$ cat src/rtl/jk_pkg.sv
// Shared definitions for the JK universal register: mode encodings and mode width.
package jk_pkg;

    localparam int JK_MODE_W = 3;

    localparam logic [JK_MODE_W-1:0] JK_HOLD = 3'b000;
    localparam logic [JK_MODE_W-1:0] JK_JK   = 3'b001;
    localparam logic [JK_MODE_W-1:0] JK_LOAD = 3'b010;
    localparam logic [JK_MODE_W-1:0] JK_SHL  = 3'b011;
    localparam logic [JK_MODE_W-1:0] JK_SHR  = 3'b100;
    localparam logic [JK_MODE_W-1:0] JK_UP   = 3'b101;
    localparam logic [JK_MODE_W-1:0] JK_DOWN = 3'b110;
    localparam logic [JK_MODE_W-1:0] JK_INV  = 3'b111;

endpackage

$ cat src/rtl/jk_cell.sv
// Single JK flip-flop bit with asynchronous active-low clear.
module jk_cell (
    input  logic clk,
    input  logic clr,
    input  logic J,
    input  logic K,
    output logic Q,
    output logic Qn
);

    logic q_q;
    logic q_d;

    always_comb begin
        q_d = q_q;
        case ({J, K})
            2'b00:   q_d = q_q;
            2'b01:   q_d = 1'b0;
            2'b10:   q_d = 1'b1;
            default: q_d = ~q_q;
        endcase
    end

    always_ff @(posedge clk or negedge clr) begin
        if (!clr) begin
            q_q <= 1'b0;
        end else begin
            q_q <= q_d;
        end
    end

    assign Q  = q_q;
    assign Qn = ~q_q;

endmodule

$ cat src/rtl/jk_universal_register.sv
// WIDTH-bit register of JK cells: hold, JK, load, shift, modulo up/down count, invert.
// Every mode is reduced to per-bit J/K drive; the cells hold the only state.
module jk_universal_register
    import jk_pkg::*;
#(
    parameter int              WIDTH   = 4,
    parameter longint unsigned MODULUS = 64'd1 << WIDTH
) (
    input  logic                 clk,
    input  logic                 clr,
    input  logic                 en,
    input  logic [JK_MODE_W-1:0] mode,
    input  logic [WIDTH-1:0]     J,
    input  logic [WIDTH-1:0]     K,
    input  logic [WIDTH-1:0]     d,
    input  logic                 sin,
    output logic [WIDTH-1:0]     Q,
    output logic [WIDTH-1:0]     Qn,
    output logic                 sout,
    output logic                 tc
);

    if (WIDTH < 2 || WIDTH > 32) begin : g_bad_width
        $error("jk_universal_register: WIDTH must be in 2..32");
    end
    if (MODULUS < 64'd2 || MODULUS > (64'd1 << WIDTH)) begin : g_bad_modulus
        $error("jk_universal_register: MODULUS must be in 2..2**WIDTH");
    end

    // Compares run one bit wider so MODULUS == 2**WIDTH stays representable.
    localparam longint unsigned MAX_L = MODULUS - 64'd1;
    localparam logic [WIDTH:0]   MOD_W = MODULUS[WIDTH:0];
    localparam logic [WIDTH:0]   MAX_W = MAX_L[WIDTH:0];
    localparam logic [WIDTH-1:0] MAX_Q = MAX_L[WIDTH-1:0];
    localparam logic [WIDTH-1:0] ONE_Q = {{(WIDTH-1){1'b0}}, 1'b1};

    logic [WIDTH-1:0] q_w;
    logic [WIDTH-1:0] qn_w;
    logic [WIDTH:0]   q_ext;
    logic [WIDTH-1:0] tgt;
    logic [WIDTH-1:0] j_v;
    logic [WIDTH-1:0] k_v;

    assign q_ext = {1'b0, q_w};

    always_comb begin
        tgt = q_w;
        j_v = '0;
        k_v = '0;
        if (en) begin
            case (mode)
                JK_JK: begin
                    j_v = J;
                    k_v = K;
                end
                JK_LOAD, JK_SHL, JK_SHR, JK_UP, JK_DOWN: begin
                    case (mode)
                        JK_LOAD: tgt = d;
                        JK_SHL:  tgt = {q_w[WIDTH-2:0], sin};
                        JK_SHR:  tgt = {sin, q_w[WIDTH-1:1]};
                        JK_UP:   tgt = (q_ext >= MAX_W) ? '0 : q_w + ONE_Q;
                        default: tgt = (q_w == '0 || q_ext >= MOD_W) ? MAX_Q : q_w - ONE_Q;
                    endcase
                    j_v = tgt;
                    k_v = ~tgt;
                end
                JK_INV: begin
                    j_v = '1;
                    k_v = '1;
                end
                default: begin
                    j_v = '0;
                    k_v = '0;
                end
            endcase
        end
    end

    for (genvar i = 0; i < WIDTH; i++) begin : g_cell
        jk_cell u_cell (
            .clk (clk),
            .clr (clr),
            .J   (j_v[i]),
            .K   (k_v[i]),
            .Q   (q_w[i]),
            .Qn  (qn_w[i])
        );
    end

    always_comb begin
        sout = 1'b0;
        tc   = 1'b0;
        if (mode == JK_SHL) begin
            sout = q_w[WIDTH-1];
        end else if (mode == JK_SHR) begin
            sout = q_w[0];
        end
        if (en) begin
            if (mode == JK_UP && q_w == MAX_Q) begin
                tc = 1'b1;
            end else if (mode == JK_DOWN && q_w == '0) begin
                tc = 1'b1;
            end
        end
    end

    assign Q  = q_w;
    assign Qn = qn_w;

endmodule

$ cat config.mk
export PLATFORM = sky130hd
export DESIGN_NAME = jk_universal_register
export DESIGN_NICKNAME = d
export VERILOG_FILES = /design/src/rtl/jk_pkg.sv /design/src/rtl/jk_cell.sv /design/src/rtl/jk_universal_register.sv
export SDC_FILE = /design/constraint.sdc
export NUM_CORES = 1
export LEC_CHECK = 0
export CELL_PAD_IN_SITES_DETAIL_PLACEMENT = 1
export CELL_PAD_IN_SITES_GLOBAL_PLACEMENT = 2
export CORE_MARGIN = 4
export CORE_UTILIZATION = 29
export CTS_BUF_LIST = sky130_fd_sc_hd__clkbuf_4
export CTS_CLUSTER_SIZE = 8
export DETAILED_ROUTE_END_ITERATION = 7
export PLACE_DENSITY_LB_ADDON = 0.2
export SLEW_MARGIN = 20
export SYNTH_ARGS = -nofsm -noshare
export SYNTH_HDL_FRONTEND = slang
export SYNTH_SLANG_ARGS = --single-unit
export TNS_END_PERCENT = 1
$ cat constraint.sdc
create_clock -name clk -period 6.4 [get_ports clk]
set_input_delay 0.96 -clock clk [delete_from_list [all_inputs] [get_ports clk]]
set_output_delay 0.96 -clock clk [all_outputs]
set_load 0.1 [all_outputs]
==> impl_results.md, run 1 <==
* Multi-input combinational cell area at 722 um^2
* Peak VDD IR at 122 uV
* Slew headroom at 34.9%
* Max-Cap Viols at 0
* Largest register FFs at 4
* Hold Buf Count CTS at 0
* Post-synth EDFFs at 0
* N_diodes at 0
* Asr flop ratio synth at 100%
* Pleak at 0.488 nW
* Most frequent cells after synthesis: inv_1 (13), ha_1 (11), a21oi_1 (10)
* Initial DRC count at 62
* Tmin final at 4.44 ns
* First-pass GRT wire length at 5.08 mm
* HPWL after DPL at 2.37 mm
* Reg area at 100 um^2
* CP Capture Type: primary output
* Syn-to-layout area delta at 25.7%
* Avg Cell Area, Syn at 7.88 um^2
* Critical path type: primary input to primary output
* Die height at 66.1 um
* DIE AREA at 4360 um^2
* Cell Area, Synth at 977 um^2
* CTS Buf Count at 3
* RSZ-0062 raised after global routing: false
* GRT Total Usage at 14.6%
* Root buffer cell: clkbuf_4
* Setup bufs post-CTS at 0
* Row cnt at 20
* Detailed-route via count at 976
* Overflow after GRT at 0
* CP startpoint kind: primary input
* Initial core utilization at 31.2%
* Fill count at 393
* CTS Sinks at 4
* Share of the yosys chip area belonging to registers at 10.2%
* Vias/cell at 5.30
* Number of remaining DRC errors at 0
* Io pins at 29
* Clock Skews at 0.00401 ns
* CTS Buffer Depth at 2
* Post-cts sizing count at 0
* RePlAce Congestion at 0.814
* Post-synth top area share at 14.1%
* Post-DRT Antenna Nets at 0
* Clk slew on worst S/H paths at 0.04 ns
* Final Hold Viols at 0
* Slew Limit Fails at 0
* F_max at 225 MHz
* Initial antenna violation count at 0
* Final count of negative-setup-slack endpoints at 0
* Arr. time, crit path at 3.48 ns
* Yosys cell types at 48
* Crit-path max FO at 12
* Syn nets at 154
* Synth top area cells: ha_1 (14%), dfrtp_1 (10%), buf_4 (6.9%), a21oi_1 (5.1%), mux2i_1 (5.1%)
* Pin count of the biggest net entering global routing at 16
* CP required at 5.44 ns
* Routed WL at 2.90 mm
* CTS tree: done
* Pwr dens at 443 nW/um^2
* Core area at 3130 um^2
* Fin Setup TNS at 0 ns
* Area leader, netlist: ha_1
* Drt wl/cell at 15.8 um
* #FFs+latches synth at 4
* Vias in the first global route at 1038
* Ys flop type: dfrtp_1
* Outcome: finished clean
* Fin crit share at 69.4%
* Min-delay worst type: flop to flop
* H-tree depth at 1
* Number of buffers added on ports at 28
* Pre-antenna DRT Iters at 4
* Post-layout util at 39.3%
* Yosys warns at 0
* Nets at 172
* Clock Latency Late Sink at 0.23 ns
* Cell with the most instances after synthesis: inv_1
* Share of cells above drive strength 1 at 9.29%
* Die W at 66.1 um
* Syn Inst Count at 124
* Slew @ Worst Pin at 0.974 ns
==> logic make-up (layout without fill, tap and decap cells) <==
family                     Yosys count  in the layout  share of synthesized area, %
AOI/OAI and AO/OA                   42             42                          32.7
and+or+nand+nor                     33             33                          21.1
buffers and inverters               28             44                          15.9
adders and majority gates           11             11                          14.1
muxes                                5              5                          5.12
DFF                                  4              4                          10.2
xor gates and xnor gates             1              1                         0.896
==> cell usage in the layout (no fill, tap or decap), types with 2 or more instances in the layout <==
cell              n
inv_1            13
a211oi_1          4
ha_1             11
mux2i_1           5
o22ai_1           5
nand2_1           4
nor2_1            6
a31oi_1           2
nand3_1           2
o32ai_1           2
clkbuf_4          3
nor3_1            4
a21oi_1          10
clkdlybuf4s50_1  28
dfrtp_1           4
nor3b_1           4
nand2b_1          3
o31ai_1           2
==> layout make-up <==
cell class / count / share of cell area [%]
flip-flops and latches: 4 / 8.15
clock buffers: 3 / 1.83
well taps: 44 / 4.48
repair buffers: 28 / 22.8
multi-input cells: 92 / 58.8
inverters: 13 / 3.97
==> layer usage <==
| metal | share of wire, % | vias up | GRT usage, % |
|---|---|---|---|
| met5 | 0 | - | 0 |
| met4 | 1.4 | 0 | 4.06 |
| met3 | 5.1 | 4 | 2.38 |
| met2 | 45 | 26 | 23.5 |
| met1 | 48 | 456 | 20.1 |
| li1 | - | 490 | - |
==> per-stage QoR <==
step	setup slack (ns)	instances	hold slack, ns	power, mW	area (um^2)
2_1_floorplan	1.82	124	0.664	0.445	977
3_3_place_gp	1.99	181	0.789	0.512	1210
3_5_place_dp	1.97	181	0.790	0.518	1210
4_1_cts	1.97	184	0.796	0.550	1230
5_1_grt	1.87	184	0.859	0.583	1230
6_report	1.96	184	0.787	0.544	1230
==> report_power, final <==
group	switching, mW	internal (mW)	leakage, nW
logic	0.319	0.127	0.429
registers	0.0301	0.0384	0.0451
clock network	0.00867	0.0209	0.0138
total	0.358	0.186	0.488
==> critical path, cell delays in order <==
cell             delay, ns
clkdlybuf4s50_1       0.68
or3b_4                0.52
o32ai_1               0.13
clkdlybuf4s50_1       1.18
==> worst paths after layout <==
check	startpoint	end	slack (ns)	cells after the start
setup / recovery	mode[0]	sout	1.96	4
hold / removal	g_cell[3].u_cell.Q	g_cell[3].u_cell.Q	0.79	2
setup reg to reg	g_cell[0].u_cell.Q	g_cell[0].u_cell.Q	3.57	9
hold reg to reg	g_cell[3].u_cell.Q	g_cell[3].u_cell.Q	0.79	2
max in group asynchronous	clr	g_cell[0].u_cell.Q	5.30	1
min in group asynchronous	clr	g_cell[3].u_cell.Q	0.93	1
Power figures use the tool's default switching activity.
==> run 2: changes to the inputs <==
--- a/config.mk
+++ b/config.mk
@@ -8,7 +8,7 @@
 export CELL_PAD_IN_SITES_DETAIL_PLACEMENT = 1
 export CELL_PAD_IN_SITES_GLOBAL_PLACEMENT = 2
 export CORE_MARGIN = 4
-export CORE_UTILIZATION = 29
+export CORE_UTILIZATION = 25
 export CTS_BUF_LIST = sky130_fd_sc_hd__clkbuf_4
 export CTS_CLUSTER_SIZE = 8
 export DETAILED_ROUTE_END_ITERATION = 7
==> constraint.sdc (replaced) <==
create_clock -name clk -period 4 [get_ports clk]
set_input_delay 0.6 -clock clk [delete_from_list [all_inputs] [get_ports clk]]
set_output_delay 0.6 -clock clk [all_outputs]
set_load 0.1 [all_outputs]
==> impl_results.md, run 2 (synthesis results as in run 1) <==
* Number of remaining DRC errors at 0
* Setup WS pre-CTS at 0.394 ns
* GRT Total Usage at 12.1%
* Initial antenna violation count at 0
* Detailed-route via count at 981
* HPWL after DPL at 2.46 mm
* Slew headroom at 35.3%
* Fin crit share at 84.9%
* CP required at 4.13 ns
* Io pins at 29
* CP startpoint kind: primary input
* Path depth of the worst reg2reg path at 9
* CP max-delay cell: clkdlybuf4s50_1
* First-pass GRT wire length at 4.84 mm
* Initial DRC count at 50
* Arr. time, crit path at 3.53 ns
* Placed insts at 186
* Post-route worst setup slack at 0.603 ns
* Routed WL at 2.96 mm
* Drt wl/cell at 15.7 um
* Root buffer cell: clkbuf_4
* Clk slew on worst S/H paths at 0.04 ns
* Nets at 173
* Vias in the first global route at 1036
* Pin count of the biggest net entering global routing at 16
* Commonest non-fill, non-tap cell in the layout: clkdlybuf4s50_1
* Max-Cap Viols at 0
* CTS Buffer Depth at 2
* Outcome: finished clean
* Setup bufs post-CTS at 0
* Crit-path max FO at 12
* H-tree depth at 1
* CP bufs+invs at 2
* Pleak at 0.497 nW
* Critical path's largest stage delay at 0.67 ns
* CTS Buf Count at 3
* F_max at 294 MHz
* CTS tree: done
* CP most frequent cell: ha_1
* Hold Buf Count CTS at 0
* Die W at 70.5 um
* Largest register FFs at 4
* Vias/cell at 5.19
* Final count of negative-setup-slack endpoints at 0
* Critical path type: primary input to flop
* Setup slack, reg-to-reg at 1.32 ns
* CTS Sinks at 4
* Number of buffers added on ports at 28
* Initial core utilization at 26.3%
* Post-cts sizing count at 0
* RSZ-0062 raised after global routing: false
* Crit-path leading delay family: adder cells
* N_diodes at 0
* CP Capture Type: flop
* Critical-path cell list: clkdlybuf4s50_1 -> inv_1 -> ha_1 -> a31oi_1 -> or2_1 -> o32a_1 -> ha_1 -> nor3b_1 -> a211oi_1
* RePlAce Congestion at 0.763
* Pwr dens at 709 nW/um^2
* Reg2Reg Capture Point: g_cell[0].u_cell.Q
* Final Hold Viols at 0
* Share of cells above drive strength 1 at 11.3%
* Worst r2r src: g_cell[0].u_cell.Q
* Fin Setup TNS at 0 ns
* Tmin final at 3.40 ns
* Slew Limit Fails at 0
* DIE AREA at 4970 um^2
* Row cnt at 22
* Core area at 3720 um^2
* Die height at 70.5 um
* Overflow after GRT at 0
* Final std cells w/o fill at 189
* Most frequent cells in the layout: clkdlybuf4s50_1 (26), inv_1 (13), ha_1 (11), a21oi_1 (10), nor2_1 (6)
* Min-delay worst type: primary input to asynchronous set/reset pin
* Slew @ Worst Pin at 0.968 ns
* Syn-to-layout area delta at 26.5%
* Peak VDD IR at 205 uV
* Pre-antenna DRT Iters at 4
* Post-DRT Antenna Nets at 0
* Clock Latency Late Sink at 0.24 ns
* Clock Skews at 0.00545 ns
[run 2: cell count changes in the layout (fill, tap and decap cells not counted)]
cell             previous run  this run
buf_4                       0         3
clkdlybuf4s50_1            28        26
[run 2: worst reg2reg max path: stages (launching register included)]
cell and delay (ns):
dfrtp_1 0.50, inv_1 0.24, ha_1 0.25, or3b_2 0.50
nand2_1 0.09, nor2_1 0.07, o31ai_1 0.34, ha_1 0.30
nor3b_1 0.14, a211oi_1 0.16
[run 2: how the worst max path moves through the flow]
| stage | startpoint | endpoint | slack, ns | depth (start not counted) |
|---|---|---|---|---|
| 6_report | mode[1] | g_cell[3].u_cell.Q | 0.60 | 9 |
| 3_5_place_dp | mode[1] | g_cell[3].u_cell.Q | 0.39 | 9 |
| 4_1_cts | mode[1] | g_cell[3].u_cell.Q | 0.62 | 9 |
| 3_3_place_gp | mode[1] | g_cell[3].u_cell.Q | 0.49 | 9 |
| 5_1_grt | mode[1] | g_cell[2].u_cell.Q | 0.47 | 10 |
| 2_1_floorplan | mode[2] | sout | 0.14 | 3 |
[run 2: where the power goes]
group | total [mW] | switching [mW] | internal, mW
Sequential | 0.110 | 0.0485 | 0.0614
Combinational | 0.715 | 0.512 | 0.203
Clock | 0.0515 | 0.0179 | 0.0337
Total | 0.876 | 0.578 | 0.298
[run 2: cell type report]
class / instances / area (um^2)
clock buffers: 3 / 22.5
fillers: 466 / 2480
inverters: 13 / 48.8
multi-input cells: 92 / 722
flip-flops and latches: 4 / 100
well taps: 48 / 60.1
repair buffers: 29 / 283
[run 2: per-layer routing]
layer	part of all wire [%]	global-route usage (%)
met5	0	0
met2	49	21.3
met4	0	3.19
met1	48	15.1
met3	3.2	1.87
[run 2: per-stage QoR]
stage               power (mW)  hold WS [ns]  instance area [um^2]  util [%]
floorplan                0.711         0.304                   977         -
global placement         0.819         0.775                  1210      32.7
detailed placement       0.830         0.806                  1210      32.7
CTS                      0.884         0.576                  1240      33.3
global route             0.932         0.602                  1240      33.3
finish                   0.876         0.582                  1240      33.3
==> run 3: changes to the inputs <==
==> constraint.sdc (replaced) <==
create_clock -name clk -period 2.8 [get_ports clk]
set_input_delay 0.42 -clock clk [delete_from_list [all_inputs] [get_ports clk]]
set_output_delay 0.42 -clock clk [all_outputs]
set_load 0.1 [all_outputs]
==> impl_results.md, run 3 (synthesis results as in run 1) <==
* Peak VDD IR at 312 uV
* Arr. time, crit path at 2.85 ns
* N_diodes at 0
* Vias/cell at 5.04
* Critical path's largest stage delay at 0.45 ns
* Post-DRT Antenna Nets at 0
* Slew @ Worst Pin at 0.338 ns
* Number of remaining DRC errors at 0
* Number of buffers added on ports at 28
* Detailed-route via count at 1048
* Pwr dens at 944 nW/um^2
* CP bufs+invs at 2
* Outcome: finished clean
* H-tree depth at 1
* Psw at 0.848 mW
* CP required at 2.93 ns
* CTS Buffer Depth at 2
* Placed insts at 205
* Commonest non-fill, non-tap cell in the layout: buf_4
* Share of cells above drive strength 1 at 29.4%
* CP Capture Type: flop
* Slew Limit Fails at 0
* Seq pwr share at 9.6%
* CTS tree: done
* Syn-to-layout area delta at 44.2%
* Post-route worst setup slack at 0.0776 ns
* CP max-delay cell: clkdlybuf4s50_1
* Die W at 70.5 um
* Initial antenna violation count at 0
* Clock Skews at 0.000340 ns
* Clk slew on worst S/H paths at 0.04 ns
* Fin crit share at 97.2%
* Initial DRC count at 49
* Vias in the first global route at 1117
* Internal at 0.481 mW
* Final count of negative-setup-slack endpoints at 0
* Max-Cap Viols at 0
* Critical path type: primary input to flop
* GRT Total Usage at 12.7%
* Row cnt at 22
* Sw frac at 63.8%
* RSZ-0062 raised after global routing: false
* Routed WL at 3.10 mm
* Setup bufs post-CTS at 0
* DIE AREA at 4970 um^2
* Final Hold Viols at 0
* Die height at 70.5 um
* Initial core utilization at 26.3%
* Drt wl/cell at 14.9 um
* Clock power frac at 5.4%
* Largest register FFs at 4
* Io pins at 29
* CP startpoint kind: primary input
* Most frequent cells in the layout: buf_4 (28), clkdlybuf4s50_1 (17), inv_1 (13), ha_1 (11), a21oi_1 (10)
* HPWL after DPL at 2.67 mm
* CTS Sinks at 4
* Pleak at 0.614 nW
* Min-delay worst type: primary input to asynchronous set/reset pin
* Setup WS pre-CTS at -0.263 ns
* Critical-path cell list: clkdlybuf4s50_1 -> buf_4 -> or3b_4 -> o221ai_2 -> o21ba_4 -> o41a_1 -> ha_1 -> nor3b_1 -> a211oi_2
* Nets at 192
* Hold Buf Count CTS at 0
* Fill count at 466
* Comb power frac at 85.0%
* Final std cells w/o fill at 208
* First-pass GRT wire length at 5.24 mm
* Tmin final at 2.72 ns
* Crit-path leading delay family: compound AO/OA/AOI/OAI gates
* Slew headroom at 77.2%
* Core area at 3720 um^2
* Pin count of the biggest net entering global routing at 15
* Root buffer cell: clkbuf_4
* CTS Buf Count at 3
* Pre-antenna DRT Iters at 4
* RePlAce Congestion at 0.806
* Clock Latency Late Sink at 0.23 ns
* F_max at 367 MHz
* Overflow after GRT at 0
* Crit-path max FO at 4
run 3: layer usage:
layer  wire, um  global-route usage (%)  share of wire, %  vias to the layer above
met5          0                       0                 0                        -
met4         35                    3.83               1.1                        0
met3        107                    1.87               3.5                        2
met2       1540                    21.8                50                       23
met1       1410                    16.2                46                      493
li1           -                       -                 -                      530
run 3: final timing paths:
path	from	end	slack, ns	cells past startpoint
max	mode[1]	g_cell[0].u_cell.Q	0.08	9
min	clr	g_cell[3].u_cell.Q	0.38	1
max reg2reg	g_cell[0].u_cell.Q	g_cell[0].u_cell.Q	0.16	9
min reg2reg	g_cell[3].u_cell.Q	g_cell[3].u_cell.Q	0.81	2
max in group asynchronous	clr	g_cell[0].u_cell.Q	2.26	1
min in group clk	g_cell[3].u_cell.Q	g_cell[3].u_cell.Q	0.81	2
run 3: cell type report:
| type | instances | area (um^2) | share of cell area, % |
|---|---|---|---|
| multi-input cells | 92 | 744 | 52.8 |
| clock buffers | 3 | 22.5 | 1.60 |
| flip-flops and latches | 4 | 100 | 7.10 |
| repair buffers | 48 | 433 | 30.7 |
| well taps | 48 | 60.1 | 4.26 |
| inverters | 13 | 48.8 | 3.46 |
run 3: power by group through the flow:
stage / combinational (mW) / clock [mW] / sequential (mW)
after floorplan: 0.898 / 0 / 0.123
after global placement: 1.12 / 0 / 0.128
after detailed placement: 1.12 / 0 / 0.130
after CTS: 1.13 / 0.0725 / 0.129
after global routing: 1.20 / 0.0773 / 0.138
final: 1.13 / 0.0715 / 0.127
run 3: repair_timing:
action | CTS | global route
gates resized for setup | 1 | 3
setup endpoints to repair | 1 | 2
pin swaps | 0 | 0
run 3: metrics by stage:
stage	TNS (ns)	instance area [um^2]	hold slack [ns]	utilization [%]	power, mW
after global routing	0	1410	0.386	37.9	1.42
after global placement	-0.522	1370	0.627	36.8	1.25
after detailed placement	-0.616	1370	0.630	36.8	1.25
final	0	1410	0.382	37.9	1.33
after CTS	0	1400	0.384	37.6	1.33
after floorplan	0	985	0.124	-	1.02
